--- config.mk ---
export PLATFORM = sky130hd
export DESIGN_NAME = uart_tx_buffered_flat
export DESIGN_NICKNAME = d
export VERILOG_FILES = /design/src/rtl/uart_tx_buffered_pkg.sv /design/src/rtl/uart_tx_buffered_if.sv /design/src/rtl/uart_tx_fifo.sv /design/src/rtl/uart_tx_buffered.sv /design/src/flat_wrapper.sv
export SDC_FILE = /design/constraint.sdc
export NUM_CORES = 1
export LEC_CHECK = 0
export CAP_MARGIN = 10
export CORE_ASPECT_RATIO = 0.6
export CORE_MARGIN = 5
export CORE_UTILIZATION = 57
export CTS_BUF_LIST = sky130_fd_sc_hd__clkbuf_8
export CTS_CLUSTER_DIAMETER = 60
export DETAILED_ROUTE_END_ITERATION = 16
export PLACE_DENSITY_LB_ADDON = 0.15
export SYNTH_ARGS = -nofsm -noshare
export SYNTH_HDL_FRONTEND = slang
export SYNTH_HIERARCHICAL = 1
export SYNTH_SLANG_ARGS = --single-unit
--- constraint.sdc ---
create_clock -name clk -period 2.81 [get_ports clk]
set_input_delay 0.7025 -clock clk [delete_from_list [all_inputs] [get_ports clk]]
set_output_delay 0.7025 -clock clk [all_outputs]
set_load 0.05 [all_outputs]
--- src/rtl/uart_tx_buffered_pkg.sv ---
// uart_tx_buffered_pkg
// Shared definitions for the buffered UART transmitter:
//   - 2-bit FSM state encodings (IDLE=00, START=01, DATA=10, STOP=11)
//   - line levels of the start and stop bits
//   - default bit period (100 MHz / 115200)
//   - debug struct exposing FSM state, bit index, bit counter and FIFO fill
package uart_tx_buffered_pkg;

  localparam logic [1:0] ST_IDLE  = 2'b00;
  localparam logic [1:0] ST_START = 2'b01;
  localparam logic [1:0] ST_DATA  = 2'b10;
  localparam logic [1:0] ST_STOP  = 2'b11;

  localparam logic START_BIT = 1'b0;
  localparam logic STOP_BIT  = 1'b1;

  localparam int DEFAULT_CLKS_PER_BIT = 868;

  typedef struct packed {
    logic [1:0]  state;
    logic [2:0]  bit_idx;
    logic [15:0] bit_cnt;
    logic [7:0]  fifo_count;
  } dbg_t;

endpackage

--- src/rtl/uart_tx_buffered_if.sv ---
// uart_tx_buffered_if
// Host-side bundle of the buffered UART transmitter.
//   data         byte to enqueue
//   load         enqueue strobe
//   clr_overflow synchronous clear of the sticky overflow flag
//   full         FIFO holds FIFO_DEPTH entries
//   busy         a frame is in progress
//   idle         FIFO empty and not busy
//   overflow     sticky: a load arrived while full
//   dbg          FSM / counter / FIFO fill snapshot
// Handshake: load is a single-cycle strobe with no ready return path. A load
// is accepted at a rising edge iff full (registered, before that edge) is 0;
// otherwise the byte is dropped and overflow is set.
interface uart_tx_buffered_if;
  import uart_tx_buffered_pkg::*;

  logic [7:0] data;
  logic       load;
  logic       clr_overflow;
  logic       full;
  logic       busy;
  logic       idle;
  logic       overflow;
  dbg_t       dbg;

  modport master (
    output data, load, clr_overflow,
    input  full, busy, idle, overflow, dbg
  );

  modport slave (
    input  data, load, clr_overflow,
    output full, busy, idle, overflow, dbg
  );

endinterface

--- src/rtl/uart_tx_fifo.sv ---
// uart_tx_fifo
// Synchronous byte FIFO with registered count.
//   clk, l_ready_reset  clock, async active-high reset
//   push_i, data_i      write strobe and data (ignored while full)
//   pop_i               read strobe (ignored while empty); data_o is the head
//   full_o, empty_o     derived from the registered count
//   count_o             number of stored entries
module uart_tx_fifo #(
  parameter int FIFO_DEPTH = 4,
  parameter int ADDR_W     = 2
) (
  input  logic              clk,
  input  logic              l_ready_reset,
  input  logic              push_i,
  input  logic [7:0]        data_i,
  input  logic              pop_i,
  output logic [7:0]        data_o,
  output logic              full_o,
  output logic              empty_o,
  output logic [ADDR_W:0]   count_o
);

  localparam int CW = ADDR_W + 1;
  localparam logic [ADDR_W:0] FULL_CNT = CW'(FIFO_DEPTH);

  logic [7:0]        mem_q [FIFO_DEPTH];
  logic [ADDR_W-1:0] wr_ptr_q, wr_ptr_d;
  logic [ADDR_W-1:0] rd_ptr_q, rd_ptr_d;
  logic [ADDR_W:0]   count_q, count_d;
  logic              do_push, do_pop;

  assign full_o  = (count_q == FULL_CNT);
  assign empty_o = (count_q == '0);
  assign count_o = count_q;
  assign data_o  = mem_q[rd_ptr_q];

  assign do_push = push_i && !full_o;
  assign do_pop  = pop_i && !empty_o;

  // Pointers are ADDR_W bits wide, so wrap modulo FIFO_DEPTH is implicit.
  always_comb begin
    wr_ptr_d = wr_ptr_q;
    rd_ptr_d = rd_ptr_q;
    count_d  = count_q;
    if (do_push) wr_ptr_d = wr_ptr_q + 1'b1;
    if (do_pop)  rd_ptr_d = rd_ptr_q + 1'b1;
    case ({do_push, do_pop})
      2'b10:   count_d = count_q + 1'b1;
      2'b01:   count_d = count_q - 1'b1;
      default: count_d = count_q;
    endcase
  end

  always_ff @(posedge clk or posedge l_ready_reset) begin
    if (l_ready_reset) begin
      wr_ptr_q <= '0;
      rd_ptr_q <= '0;
      count_q  <= '0;
    end else begin
      wr_ptr_q <= wr_ptr_d;
      rd_ptr_q <= rd_ptr_d;
      count_q  <= count_d;
    end
  end

  // Storage needs no reset: an entry is only read after it has been written.
  always_ff @(posedge clk) begin
    if (do_push) mem_q[wr_ptr_q] <= data_i;
  end

endmodule

--- src/rtl/uart_tx_buffered.sv ---
// uart_tx_buffered
// Buffered 8N1 UART transmitter. Bytes pushed through the host interface are
// queued in uart_tx_fifo and sent on tx_o as start bit, 8 data bits LSB first,
// stop bit, each held CLKS_PER_BIT clocks. Frames run back-to-back while the
// FIFO holds data.
//   clk            system clock, rising edge
//   l_ready_reset  async active-high reset; aborts any frame, tx_o goes high
//   host           uart_tx_buffered_if.slave (data/load/clr_overflow in,
//                  full/busy/idle/overflow/dbg out)
//   tx_o           registered serial line, idles high
module uart_tx_buffered
  import uart_tx_buffered_pkg::*;
#(
  parameter int CLKS_PER_BIT = DEFAULT_CLKS_PER_BIT,
  parameter int FIFO_DEPTH   = 4,
  parameter int ADDR_W       = 2
) (
  input  logic                   clk,
  input  logic                   l_ready_reset,
  uart_tx_buffered_if.slave      host,
  output logic                   tx_o
);

  localparam logic [15:0] TC = 16'(CLKS_PER_BIT - 1);

  logic [1:0]      state_q, state_d;
  logic [15:0]     cnt_q, cnt_d;
  logic [2:0]      idx_q, idx_d;
  logic [7:0]      sh_q, sh_d;
  logic            tx_q, tx_d;
  logic            busy_q;
  logic            overflow_q, overflow_d;

  logic            fifo_full, fifo_empty, pop;
  logic [7:0]      fifo_head;
  logic [ADDR_W:0] fifo_count;
  logic            tc;

  uart_tx_fifo #(
    .FIFO_DEPTH (FIFO_DEPTH),
    .ADDR_W     (ADDR_W)
  ) u_fifo (
    .clk           (clk),
    .l_ready_reset (l_ready_reset),
    .push_i        (host.load),
    .data_i        (host.data),
    .pop_i         (pop),
    .data_o        (fifo_head),
    .full_o        (fifo_full),
    .empty_o       (fifo_empty),
    .count_o       (fifo_count)
  );

  assign tc = (cnt_q == TC);

  // tx_d is the line value of the state being entered, so tx_q changes on the
  // same edge as the state and the output stays a clean flop.
  always_comb begin
    state_d = state_q;
    cnt_d   = cnt_q;
    idx_d   = idx_q;
    sh_d    = sh_q;
    tx_d    = tx_q;
    pop     = 1'b0;
    case (state_q)
      ST_IDLE: begin
        cnt_d = '0;
        tx_d  = STOP_BIT;
        if (!fifo_empty) begin
          pop     = 1'b1;
          sh_d    = fifo_head;
          idx_d   = '0;
          state_d = ST_START;
          tx_d    = START_BIT;
        end
      end
      ST_START: begin
        if (tc) begin
          cnt_d   = '0;
          state_d = ST_DATA;
          tx_d    = sh_q[0];
        end else begin
          cnt_d = cnt_q + 16'd1;
        end
      end
      ST_DATA: begin
        if (tc) begin
          cnt_d = '0;
          sh_d  = {1'b0, sh_q[7:1]};
          idx_d = idx_q + 3'd1;
          if (idx_q == 3'd7) begin
            state_d = ST_STOP;
            tx_d    = STOP_BIT;
          end else begin
            tx_d = sh_q[1];
          end
        end else begin
          cnt_d = cnt_q + 16'd1;
        end
      end
      ST_STOP: begin
        if (tc) begin
          cnt_d = '0;
          // Chain straight into the next start bit: no idle clock between frames.
          if (!fifo_empty) begin
            pop     = 1'b1;
            sh_d    = fifo_head;
            idx_d   = '0;
            state_d = ST_START;
            tx_d    = START_BIT;
          end else begin
            state_d = ST_IDLE;
            tx_d    = STOP_BIT;
          end
        end else begin
          cnt_d = cnt_q + 16'd1;
        end
      end
      default: begin
        state_d = ST_IDLE;
        cnt_d   = '0;
        tx_d    = STOP_BIT;
      end
    endcase
  end

  // A dropped load sets the flag even when a clear arrives on the same edge.
  always_comb begin
    overflow_d = overflow_q;
    if (host.load && fifo_full) overflow_d = 1'b1;
    else if (host.clr_overflow) overflow_d = 1'b0;
  end

  always_ff @(posedge clk or posedge l_ready_reset) begin
    if (l_ready_reset) begin
      state_q    <= ST_IDLE;
      cnt_q      <= '0;
      idx_q      <= '0;
      sh_q       <= '0;
      tx_q       <= STOP_BIT;
      busy_q     <= 1'b0;
      overflow_q <= 1'b0;
    end else begin
      state_q    <= state_d;
      cnt_q      <= cnt_d;
      idx_q      <= idx_d;
      sh_q       <= sh_d;
      tx_q       <= tx_d;
      busy_q     <= (state_d != ST_IDLE);
      overflow_q <= overflow_d;
    end
  end

  assign tx_o          = tx_q;
  assign host.full     = fifo_full;
  assign host.busy     = busy_q;
  assign host.idle     = fifo_empty && !busy_q;
  assign host.overflow = overflow_q;

  assign host.dbg.state      = state_q;
  assign host.dbg.bit_idx    = idx_q;
  assign host.dbg.bit_cnt    = cnt_q;
  assign host.dbg.fifo_count = 8'(fifo_count);

endmodule

--- src/flat_wrapper.sv ---
// flat-port wrapper written by rule: the top's interface ports become plain ports
module uart_tx_buffered_flat import uart_tx_buffered_pkg::*;
#(
  parameter int CLKS_PER_BIT = DEFAULT_CLKS_PER_BIT,
  parameter int FIFO_DEPTH   = 4,
  parameter int ADDR_W       = 2
)
  (clk, l_ready_reset, tx_o, host_data, host_load, host_clr_overflow, host_full, host_busy, host_idle, host_overflow, host_dbg);
  uart_tx_buffered_if host_i ();
  input  logic clk;
  input  logic l_ready_reset;
  output logic tx_o;
  input wire logic [$bits(host_i.data)-1:0] host_data;
  input wire logic [$bits(host_i.load)-1:0] host_load;
  input wire logic [$bits(host_i.clr_overflow)-1:0] host_clr_overflow;
  output wire logic [$bits(host_i.full)-1:0] host_full;
  output wire logic [$bits(host_i.busy)-1:0] host_busy;
  output wire logic [$bits(host_i.idle)-1:0] host_idle;
  output wire logic [$bits(host_i.overflow)-1:0] host_overflow;
  output wire logic [$bits(host_i.dbg)-1:0] host_dbg;
  assign host_i.data = host_data;
  assign host_i.load = host_load;
  assign host_i.clr_overflow = host_clr_overflow;
  assign host_full = host_i.full;
  assign host_busy = host_i.busy;
  assign host_idle = host_i.idle;
  assign host_overflow = host_i.overflow;
  assign host_dbg = host_i.dbg;
  uart_tx_buffered #(.CLKS_PER_BIT(CLKS_PER_BIT), .FIFO_DEPTH(FIFO_DEPTH), .ADDR_W(ADDR_W)) u_core (.clk(clk), .l_ready_reset(l_ready_reset), .host(host_i), .tx_o(tx_o));
endmodule
---- Word-level counts from Yosys, hierarchy flattened ----
Memories as Yosys holds them, arrays and structs flattened.
Index checks and enable logic that the tools add are counted.
storage, ports and cells
  flip-flop bits (word level) ............. 39
  RAM bits ................................ 32
  input port bits ......................... 12
  output and inout bits ................... 34
  logic and storage cells ................. 75
  memories kept ........................... 1
cells by class
  add/subtract/negate cells ............... 6
  equality and inequality tests ........... 11
  multiplexer cells ....................... 31
  reduce and logical (&&, ||, !) cells .... 16
memories
  memory               words  width  read ports  clocked after memory_dff  write ports  RTL line            source
  u_core.u_fifo.mem_q  4      8      1           0                         1            uart_tx_fifo.sv:26  logic [7:0] mem_q [FIFO_DEPTH];
operators with widths
  cell                                                    count
  one-hot mux 16 bit (2 select lines)                     1
  two-way mux 8 bit                                       3
  one-hot mux 8 bit (3 select lines)                      1
  adder 16 x 1 -> 16 bit (second input constant)          1
  equality test 16 x 10 -> 1 bit (second input constant)  1
  two-way mux 16 bit                                      1
  two-way mux 1 bit                                       12
  two-way mux 2 bit                                       5
  two-way mux 3 bit                                       3
  one-hot mux 3 bit (3 select lines)                      1
  one-hot mux 2 bit (4 select lines)                      1
  adder 3 x 1 -> 3 bit (second input constant)            2
  equality test 2 bit (second input constant)             3
  equality test 3 bit (second input constant)             2
  != test 2 x 1 -> 1 bit (second input constant)          3
  one-hot mux 3 bit (2 select lines)                      1
  AND reduction 3 bit                                     2
  nonzero test 2 bit                                      3
  adder 2 x 1 -> 2 bit (second input constant)            2
  equality test 2 x 1 -> 1 bit (second input constant)    2
  logical AND 1 bit                                       4
  one-hot mux 1 bit (4 select lines)                      1
  zero test 1 bit                                         3
  zero test 3 bit                                         1
  other kinds (5)                                         5

---- Logic depth before layout (Yosys ltp) ----
  depth in word-level cells ............... 7
  depth in mapped cells ................... 12
  depth with buffers taken out ............ 12

---- By module ----
The synthesis kept the hierarchy.
modules (own cells, without submodules)
  module            times used  cells each  area an instance (µm²)  seq. area each (µm²)
  uart_tx_buffered  1           181         1869.3                  802.0
  uart_tx_fifo      1           80          1596.5                  1136.1

---- Worst setup path after synthesis ----
OpenSTA, ideal clock, no wires.
  path type ............................... flip-flop to output port
  start point ............................. reg u_core.u_fifo.count_q[0] (netlist: u_core/u_fifo/count_o[0])
  end point ............................... out host_idle
  arrival ................................. 2.063 ns
  data required time ...................... 2.108 ns
  setup slack ............................. 0.044 ns
  stages on the path, launching flop included .. 3
  buffers on the path ..................... 0
  cells stage by stage .................... dfrtp_1 -> nor3_1 -> nor2b_1
between the ends
  cells in the longest elaborated chain, start to end .. 2
ends and longest elaborated chain
  item                         RTL line                 source
  start, declared              uart_tx_fifo.sv:29       logic [ADDR_W:0] count_q, count_d;
  start signal, assigned       uart_tx_fifo.sv:62       count_q <= count_d;
  zero test 3 bit              uart_tx_fifo.sv:33       assign empty_o = (count_q == '0);
  named net u_core.fifo_empty  uart_tx_buffered.sv:34   logic fifo_full, fifo_empty, pop;
  logical AND 1 bit            uart_tx_buffered.sv:157  assign host.idle = fifo_empty && !busy_q;
  end, declared                flat_wrapper.sv:18       output wire logic [$bits(host_i.idle)-1:0] host_idle;
The timed path passes the listed nets, and every way through them passes these cells.

---- Worst setup path after layout ----
  start point ............................. reg u_core.u_fifo.count_q[0] (netlist: u_core/u_fifo/count_o[0])
  end point ............................... out host_full
between the ends
  cells in the longest elaborated chain, start to end .. 1
ends and longest elaborated chain
  item                 RTL line            source
  equality test 3 bit  uart_tx_fifo.sv:32  assign full_o = (count_q == FULL_CNT);
  end, declared        flat_wrapper.sv:16  output wire logic [$bits(host_i.full)-1:0] host_full;
Every way passes these cells.

==> reports/qor.txt <==
============================================================================
Run status ....................................................    completed
R2R Path Start ................................................ u_core/cnt_q[0]
Longest Clk Path Bufs .........................................            2
Worst reg2reg path depth ......................................           12
Critical-path cell with the highest stage delay ............... clkdlybuf4s50_1
Wire length of the first global-routing pass ..................     11.55 mm
Sequential area share after synthesis .........................       55.92%
Clk_lat worst skew ............................................      0.34 ns
Fill cell total of the finished layout ........................          437
Required time at the endpoint of the critical path ............      2.11 ns
Count of input and output buffers .............................           40
Clock tree root buffer cell ...................................     clkbuf_8
Layout cell share with drive strength beyond 1 ................       23.05%
Number of top-level pins ......................................           46
Design internal power .........................................   0.002503 W
Number of sinks handled by clock tree synthesis ...............           71
Detailed placement HPWL .......................................     5.125 mm
Maximum VDD drop ..............................................  0.0007217 V
Final routed wirelength across all metal layers ...............     7.066 mm
PwrDens ....................................................... 927.8 mW/mm2
Top_reg_cell synth ............................................      dfrtp_1
Startpoint Class ..............................................    flip-flop
Number of nets still failing antenna checks after routing .....            0
Via count of the first global-routing pass ....................         2193
Highest routed metal layer ....................................         met4
Post-detailed-route DRC marker count ..........................            0
Start point of the critical path .............................. u_core/u_fifo/count_o[0]
RD Place Congestion ...........................................       0.8109
Number of cell rows ...........................................           22
Netlist Area Pre-Place ........................................ 0.003466 mm2
Data arrival time of the critical path ........................      1.98 ns
Proportion of power drawn by flip-flops and latches ...........        40.2%
Maximum number of pins on one net before global-route repair ..           30
DRT met1 WL ...................................................     3.456 mm
Clock tree from TritonCTS .....................................        built
Worst hold path type ..........................................   reg -> reg
Asr flop ratio synth ..........................................       54.93%
Most common library cell in the layout ignoring fill and taps . clkdlybuf4s50_1
Delay of the slowest cell on the worst path ...................      0.85 ns
Avg WL per Cell ...............................................     17.45 um
Core outline area ............................................. 0.006001 mm2
Initial DRT Pass Iterations ...................................            5
Portion of total power attributed to combinational logic ......        38.3%
Final Max Slew Viols ..........................................            0
Number of diodes added for antenna fixing .....................            0
Crit share post-route .........................................       95.62%
Highest fanout seen on the critical path ......................            6
Final Hold Viols ..............................................            0
Layout-stage area growth over the synthesis result ............       22.89%
Switching share of total power ................................       36.66%
WHS Endpoint .................................................. u_core/sh_q[6]
Crit-path cells ............................................... nor3b_4, clkdlybuf4s50_1
Power, Total ..................................................   0.003951 W
Leakage dissipation ...........................................     1.648 nW
Worst Min Path Start .......................................... u_core/sh_q[6]
Die area ...................................................... 0.007791 mm2
Number of cells on the worst hold path ........................            1
Wire length on met2 ...........................................     3.014 mm
Fmax ..........................................................    372.2 MHz
Aggregate global-route resource usage .........................       18.99%
Die H .........................................................     70.40 um
Worst R2R End ................................................. u_core/u_fifo/count_o[2]
Critical path endpoint category ............................... primary output
Setup slack, reg-to-reg .......................................      0.25 ns
Mean post-synth cell area .....................................    13.28 um2
Initial standard-cell utilization of the core .................       57.76%
Type of the worst setup path ..................................   reg -> out
Synth Warn # ..................................................            6
Width of the die ..............................................     110.7 um
Switching power summed over all nets ..........................   0.001449 W
Number of flops mapped to enable cells by yosys ...............           32
Synth unique cells ............................................           52
Maximum level of the CTS H-tree ...............................            3
Total number of vias ..........................................         2280
# Max-Cap Violations ..........................................            0
Net total in the final layout .................................          342
CTS clk-pin slew, worst paths .................................      0.08 ns
Setup TNS Final ...............................................         0 ns
Number of standard cells after synthesis ......................          261
Number of buffers inserted during clock tree synthesis ........            9
Number of synthesized register bits ...........................           71
Clk_skew ......................................................  0.008298 ns
Met3 wire length ..............................................       529 um
Final Critical Period .........................................     2.687 ns
Share of total power in the clock network .....................        21.5%
Count of endpoints failing setup in the final report ..........            0
Top library cells by usage in the layout, fill and taps aside . clkdlybuf4s50_1 (39), dfrtp_1 (37), edfxtp_1 (32)
Setup repair after global routing missed its margin ...........           no
Worst rel slew slack ..........................................       53.09%
Slew at the pin with the worst max-slew slack .................    0.7037 ns
First DRT Iteration DRCs ......................................          166
Detail-routed via count per cell ..............................        5.630
Remaining global-route overflow ...............................            0
Initial antenna violation count ...............................            0
============================================================================
routing by layer:
metal	track usage, %	vias to the layer above
li1	-	1055
met1	29.40	1128
met2	25.27	91
met3	5.541	6
met4	6.284	0
met5	0	-
synth_stat cells (all sizes together) (3+ instances only):
cell type	count	area, um2
inv	20	75.07
nand2	10	37.54
nor2	18	67.56
clkbuf	3	11.26
a21oi	4	20.02
nor3	5	25.02
xnor2	10	87.58
nor4	5	31.28
nand3	7	40.04
nand4	5	43.79
or4	3	26.27
dfrtp	38	950.9
ha	13	162.7
mux2	16	183.9
edfxtp	32	960.9
and4bb	3	37.54
mux4	8	180.2
nor2b	3	26.27
xor2	6	52.55
and2	5	36.29
o21ai	10	50.05
buf	7	47.55
nand2b	3	18.77
kinds of logic after synthesis:
| group | Yosys count | synth area share [%] |
|---|---|---|
| muxes | 26 | 11.08 |
| buffers and inverters | 30 | 3.863 |
| adders and majority gates | 14 | 5.271 |
| AOI/OAI and AO/OA | 28 | 5.849 |
| other | 1 | 0.1082 |
| and+or+nand+nor | 75 | 13.86 |
| xor gates and xnor gates | 16 | 4.043 |
| DFF | 71 | 55.92 |
power by group through the flow:
| stage | sequential (W) | combinational, W | clock (W) |
|---|---|---|---|
| after floorplan | 0.00175 | 0.000891 | 0 |
| after global placement | 0.00159 | 0.00143 | 0 |
| after detailed placement | 0.00161 | 0.00145 | 0 |
| after CTS | 0.00159 | 0.00147 | 0.000868 |
| after global routing | 0.00163 | 0.00164 | 0.000921 |
| final | 0.00159 | 0.00151 | 0.000850 |
worst max-delay path, delay by kind of cell, from the launching register on:
| family | cells | cell delay, ns |
|---|---|---|
| buf+inv | 1 | 0.85 |
| flops | 1 | 0.49 |
| simple gates | 1 | 0.30 |
through the flow:
| stage | util [%] | instances | cell area (um2) | setup WS, ns | hold slack, ns |
|---|---|---|---|---|---|
| 6_report | 70.98 | 405 | 4259 | 0.1232 | 0.5087 |
| 5_1_grt | 70.98 | 405 | 4259 | 0.006461 | 0.5214 |
| 4_1_cts | 70.02 | 402 | 4202 | 0.09758 | 0.5117 |
| 3_5_place_dp | 66.49 | 386 | 3990 | 0.1346 | 0.4915 |
| 3_3_place_gp | 66.49 | 386 | 3990 | 0.2854 | 0.4825 |
| 2_1_floorplan | - | 265 | 3481 | 0.04426 | 0.4750 |
layout make-up:
| type | instances | area, um2 | area share [%] |
|---|---|---|---|
| multi-input combinational | 164 | 1443 | 33.87 |
| timing repair buffer | 50 | 485.5 | 11.40 |
| sequential | 71 | 1939 | 45.53 |
| clock buffer | 10 | 137.6 | 3.231 |
| inverter | 20 | 75.07 | 1.763 |
| tap | 84 | 105.1 | 2.468 |
| clock inverter | 6 | 73.82 | 1.733 |
state kept, by name (all words and copies together), names as in the netlist:
signal / flops
u_core/u_fifo/rd_ptr_q: 2
u_core/state_q: 2
u_core/idx_q: 3
u_core/tx_o: 1
u_core/host.overflow: 1
u_core/cnt_q: 16
u_core/host.busy: 1
u_core/u_fifo/mem_q: 32
u_core/u_fifo/wr_ptr_q: 2
u_core/sh_q: 8
u_core/u_fifo/count_o: 3
timing repair:
action,4_1_cts,5_1_grt
setup buffers,0,3
hold buffers,0,0
gates resized for setup,0,7
setup endpoints to repair,0,1
how the worst max path moves through the flow:
stage                                     to  slack, ns
floorplan                          host_idle       0.04
global placement    u_core/u_fifo/count_o[2]       0.29
detailed placement  u_core/u_fifo/count_o[2]       0.13
CTS                                host_full        0.1
global route        u_core/u_fifo/count_o[2]      0.006
finish                             host_full       0.12
Power figures use the tool's default switching activity.
